$ cat src/rtl/npu_pkg.sv
// Shared NPU definitions: data widths, function-select codes and the
// sigmoid issue sequencer state encoding.
package npu_pkg;

  localparam int unsigned ACC_W = 48;
  localparam int unsigned ACT_W = 16;

  localparam logic [1:0] FN_TANH   = 2'd0;
  localparam logic [1:0] FN_LINEAR = 2'd1;

  typedef enum logic [1:0] {
    ST_IDLE,
    ST_ISSUE,
    ST_DRAIN,
    ST_DONE
  } issue_state_t;

endpackage

$ cat src/rtl/npu_sigmoid_tag_pipe.sv
// Valid-tag shift register that follows operands through the fixed-latency
// sigmoid unit; the tail bit marks a valid activation in the current cycle.
module npu_sigmoid_tag_pipe #(
  parameter int unsigned DEPTH = 2
) (
  input  logic clk,
  input  logic rst_n,
  input  logic push,
  output logic tail,
  output logic drained
);

  logic [DEPTH-1:0] pipe;

  always_ff @(posedge clk or negedge rst_n) begin
    if (!rst_n) pipe <= '0;
    else        pipe <= {pipe[DEPTH-2:0], push};
  end

  assign tail = pipe[DEPTH-1];

  // drained: every tag left sits in the last two stages, so the final
  // retirement happens within one cycle of leaving the drain state.
  generate
    if (DEPTH > 2) begin : g_deep
      assign drained = ~|pipe[DEPTH-3:0];
    end else begin : g_short
      assign drained = 1'b1;
    end
  endgenerate

endmodule

$ cat src/rtl/npu_sigmoid_issue.sv
// Issue/retire sequencer feeding PE accumulator results in index order to the
// sigmoid unit and routing activations to the feedback or output FIFO.
module npu_sigmoid_issue
  import npu_pkg::*;
#(
  parameter int unsigned NUM_PE      = 8,
  parameter int unsigned SIG_LATENCY = 1
) (
  input  logic                    CLK,
  input  logic                    npu_rst_n,
  input  logic                    sched_start,
  input  logic [4:0]              sched_neuron_cnt,
  input  logic [1:0]              sched_func_sel,
  input  logic                    sched_last_layer,
  input  logic [NUM_PE-1:0]       pe_acc_valid,
  input  logic [NUM_PE*ACC_W-1:0] pe_acc_data,
  output logic [NUM_PE-1:0]       pe_acc_ack,
  output logic [ACC_W-1:0]        npu_sigmoid_din,
  output logic [1:0]              npu_sched_sigmoid_function_sel,
  input  logic [ACT_W-1:0]        npu_sigmoid_dout,
  input  logic                    sig_fifo_afull,
  input  logic                    out_fifo_afull,
  output logic                    sig_fifo_wr_en,
  output logic [ACT_W-1:0]        sig_fifo_din,
  output logic                    out_fifo_wr_en,
  output logic [ACT_W-1:0]        out_fifo_din,
  output logic                    layer_done,
  output logic                    busy
);

  localparam int unsigned IDX_W = (NUM_PE > 1) ? $clog2(NUM_PE) : 1;

  issue_state_t     state, state_nxt;
  logic [IDX_W-1:0] idx, idx_nxt;
  logic [4:0]       cnt;
  logic             last_layer;
  logic             fire;
  logic             dest_afull;
  logic             idx_last;
  logic             tail;
  logic             drained;

  assign dest_afull = last_layer ? out_fifo_afull : sig_fifo_afull;
  assign idx_last   = (5'(idx) == cnt - 5'd1);

  always_comb begin
    state_nxt  = state;
    idx_nxt    = idx;
    fire       = 1'b0;
    pe_acc_ack = '0;
    case (state)
      ST_IDLE: begin
        if (sched_start) begin
          idx_nxt   = '0;
          state_nxt = (sched_neuron_cnt == 5'd0) ? ST_DONE : ST_ISSUE;
        end
      end
      ST_ISSUE: begin
        if (pe_acc_valid[idx] && !dest_afull) begin
          fire            = 1'b1;
          pe_acc_ack[idx] = 1'b1;
          if (idx_last) state_nxt = ST_DRAIN;
          else          idx_nxt   = idx + 1'b1;
        end
      end
      ST_DRAIN: begin
        if (drained) state_nxt = ST_DONE;
      end
      ST_DONE:  state_nxt = ST_IDLE;
      default:  state_nxt = ST_IDLE;
    endcase
  end

  always_ff @(posedge CLK or negedge npu_rst_n) begin
    if (!npu_rst_n) begin
      state                          <= ST_IDLE;
      idx                            <= '0;
      cnt                            <= '0;
      last_layer                     <= 1'b0;
      npu_sched_sigmoid_function_sel <= FN_TANH;
      npu_sigmoid_din                <= '0;
      layer_done                     <= 1'b0;
    end else begin
      state      <= state_nxt;
      idx        <= idx_nxt;
      // DONE is entered in the cycle of the final write, so the registered
      // pulse lands one cycle after it.
      layer_done <= (state == ST_DONE);
      if (state == ST_IDLE && sched_start) begin
        cnt <= (sched_neuron_cnt > 5'(NUM_PE)) ? 5'(NUM_PE) : sched_neuron_cnt;
        npu_sched_sigmoid_function_sel <= sched_func_sel;
        last_layer                     <= sched_last_layer;
      end
      if (fire) npu_sigmoid_din <= pe_acc_data[ACC_W*int'(idx) +: ACC_W];
    end
  end

  npu_sigmoid_tag_pipe #(
    .DEPTH (SIG_LATENCY + 1)
  ) u_tag_pipe (
    .clk     (CLK),
    .rst_n   (npu_rst_n),
    .push    (fire),
    .tail    (tail),
    .drained (drained)
  );

  assign sig_fifo_wr_en = tail & ~last_layer;
  assign out_fifo_wr_en = tail &  last_layer;
  assign sig_fifo_din   = sig_fifo_wr_en ? npu_sigmoid_dout : '0;
  assign out_fifo_din   = out_fifo_wr_en ? npu_sigmoid_dout : '0;
  assign busy           = (state != ST_IDLE);

endmodule

$ cat config.mk
export PLATFORM = sky130hd
export DESIGN_NAME = npu_sigmoid_issue
export DESIGN_NICKNAME = d
export VERILOG_FILES = /design/src/rtl/npu_pkg.sv /design/src/rtl/npu_sigmoid_tag_pipe.sv /design/src/rtl/npu_sigmoid_issue.sv
export SDC_FILE = /design/constraint.sdc
export NUM_CORES = 1
export LEC_CHECK = 0
export BUFFER_PORTS_ARGS = -buffer_cell sky130_fd_sc_hd__buf_2
export CAP_MARGIN = 10
export CORE_AREA = 2 2 203 205
export DETAILED_ROUTE_END_ITERATION = 8
export DIE_AREA = 0 0 205 207
export GPL_ROUTABILITY_DRIVEN = 1
export PLACE_DENSITY = 0.44
export SETUP_SLACK_MARGIN = 0.4
export SYNTH_ARGS = -nofsm -noshare
export SYNTH_HDL_FRONTEND = slang
export SYNTH_SLANG_ARGS = --single-unit
$ cat constraint.sdc
create_clock -name CLK -period 2.2 [get_ports CLK]
set_input_delay 0.33 -clock CLK [delete_from_list [all_inputs] [get_ports CLK]]
set_output_delay 0.33 -clock CLK [all_outputs]
set_load 0.01 [all_outputs]
==> impl_metrics.ini <==
[status]
status = finished, violations left
violations = setup timing

[worst_setup_path]
rr_worst_depth = 9
crit_required_ns = 1.87
worstSetupEndpointType = primary output
cp.arrival_ns = 2.23
crit_type = flip-flop to primary output
start_kind = flip-flop
cp_max_fo = 8
r2r_slack_ns = -0.32

[synth]
ys_warn_count = 0
ys_ff_latch = 64
synthesis.nets = 837
synth_area_um2 = 5877
synth.area.mux_share_pct = 56.84
synth_simple_gate_area_share_pct = 7.579
synthXorXnorAreaFrac_pct = 0.5961
syn_avg_cell_area_um2 = 14.33
synth_top_family_by_area = multiplexers
async_flop_share_pct = 100.0
synth_compound_area_share_pct = 2.619
synth-adder-area-share_pct = 1.277
yosysSeqAreaShare_pct = 27.25
synth_ff_type = dfrtp_1
netlist-cell-type-count = 43
syn_inst = 410
synth-edff-count = 0

[cts]
cts_max_path_buffers = 2
clock-sinks = 64
htree_levels = 3
path_clk_slew_ns = 0.06
clock_latency_ns = 0.35
numCtsBuffers = 9
cts_tree = yes
root_buffer = clkbuf_16

[job]
max_cap_violations = 0

[grt]
overflow = 0
grt_use_total_pct = 13.40
grt_pass1_vias = 6686
antenna_found_initial = 8
grt_pass1_wl_um = 41570
grt_max_degree = 52

[timing]
whs_ns = 0.2085
max-slew-margin-rel_pct = 58.15
hold_viol_final = 0
skew_ns = 0.007312
worst_pin_slew_ns = 0.6278
fin_ws_ns = -0.3649
finalCritPeriodShare_pct = 116.6
rsz0062_at_grt = true
min_period_ns = 2.565
slew_viol_final = 0
fmax_mhz = 389.9
setup_violations = 57

[power]
ir_drop_mv = 0.3757
powerDensity_nw_per_um2 = 1102
leakage_uw = 0.004976

[placed_design]
place_congestion = 0.8266
dp_hpwl_um = 23490
placed_cells_incl_taps = 1441
portBuffers = 514

[finish]
syn_to_final_growth_pct = 73.35
final_core_util_pct = 25.24
drive_gt1_share_pct = 83.42
fillers = 4398
layout.cells.non_filler = 1482
mostFrequentLayoutCells = 499 x buf_2, 96 x mux4_2, 60 x dfrtp_1
final_common_cell = buf_2
fin_nets = 1370

[die]
initial_core_util_pct = 14.56
fp.dieW_um = 205
ios = 515
die_h_um = 207
rows = 74
die-area_um2 = 42440
fp.coreArea_um2 = 40370

[hold_path]
whs_path_depth = 2
hold_path.class = primary input to flip-flop

[detailed_routing]
vias_per_cell = 4.173
first_iter_violations = 336
drt-total-wl_um = 29240
wl_per_cell_um = 19.73
route.vias.total = 6185
ant_nets = 0
drtPass1Iterations = 4
drc = 0
sequential cells by signal, summed over array words and instances (netlist names):
| name | cells |
|---|---|
| cnt | 5 |
| u_tag_pipe.pipe | 2 |
| npu_sched_sigmoid_function_sel | 2 |
| idx | 3 |
| last_layer | 1 |
| state | 2 |
| layer_done | 1 |
| npu_sigmoid_din | 48 |
path summary, 6_finish.rpt:
check	startpoint	end
min in group asynchronous	npu_rst_n	npu_sigmoid_din[13]
max reg2reg	idx[0]	npu_sigmoid_din[24]
max in group asynchronous	npu_rst_n	idx[1]
min reg2reg	u_tag_pipe.pipe[0]	u_tag_pipe.pipe[1]
min	sched_last_layer	last_layer
max	idx[0]	pe_acc_ack[4]
metal layers:
metal	global-route usage (%)	up-vias	share of wire, %
li1	-	2752	-
met2	23.17	318	50
met3	3.744	32	7.8
met5	0	-	0.092
met4	4.217	4	2.1
met1	15.96	3079	40
cells in the mapped netlist (5+ instances only):
master    count  share of area, %
mux2_2       67                13
inv_1         8              0.51
nor2_1        5              0.32
and2_1       18               1.9
ha_1          6               1.3
buf_2         6              0.51
dfrtp_1      64                27
buf_4         5              0.64
and3_1       20               2.1
clkbuf_1     25               1.6
mux4_2       96                37
mux2_1       35               6.7
worst max-delay path, cell delays in order (launching register included):
cell,delay (ns)
dfrtp_4,0.52
mux2i_1,0.13
and3_1,0.16
or4_4,0.57
nor2_8,0.17
and4bb_1,0.21
buf_2,0.13
cell type report:
class	count	area (µm²)	share of cell area (%)
Inverter	8	30.03	0.2948
Multi-Input combinational cell	297	4264	41.86
Antenna cell	3	7.507	0.07369
Timing Repair Buffer	563	3293	32.33
Clock buffer	11	242.7	2.383
Tap cell	532	665.6	6.534
Clock inverter	4	70.07	0.6878
Sequential cell	64	1614	15.84
logic make-up after synthesis:
family / Yosys count
simple gates: 67
mux: 201
buf+inv: 49
fa+ha+maj: 6
flops: 64
compound gates: 19
xor+xnor: 4
power breakdown:
group	leakage, µW	internal, µW	total (µW)	switching (µW)
clock	0.000155	1010	1590	574
combinational	0.00405	4490	7620	3130
sequential	0.000766	1720	2020	304
total	0.00498	7220	11200	4010
repair_timing:
item / in CTS / in global routing
resized for setup: 34 / 48
setup endpoints to repair: 79 / 79
hold buffers: 1 / 0
endpoints found under the hold margin: 18 / 0
pin swaps: 7 / 22
setup buffers: 11 / 3
gates cloned: 7 / 1
per-stage QoR:
step                      setup WS (ns)  TNS [ns]  total power (µW)  instance area [µm²]
after floorplan                 0.02200         0              6515                 5952
after global placement          -0.1643    -2.704              8594                 9259
after global routing            -0.4751    -21.01             12040                10180
after detailed placement        -0.1756    -4.277              8662                 9259
after CTS                       -0.3983    -13.06             11130                 9927
final                           -0.3649    -16.12             11230                10190
Note: power is estimated with default switching activity, not from simulation.
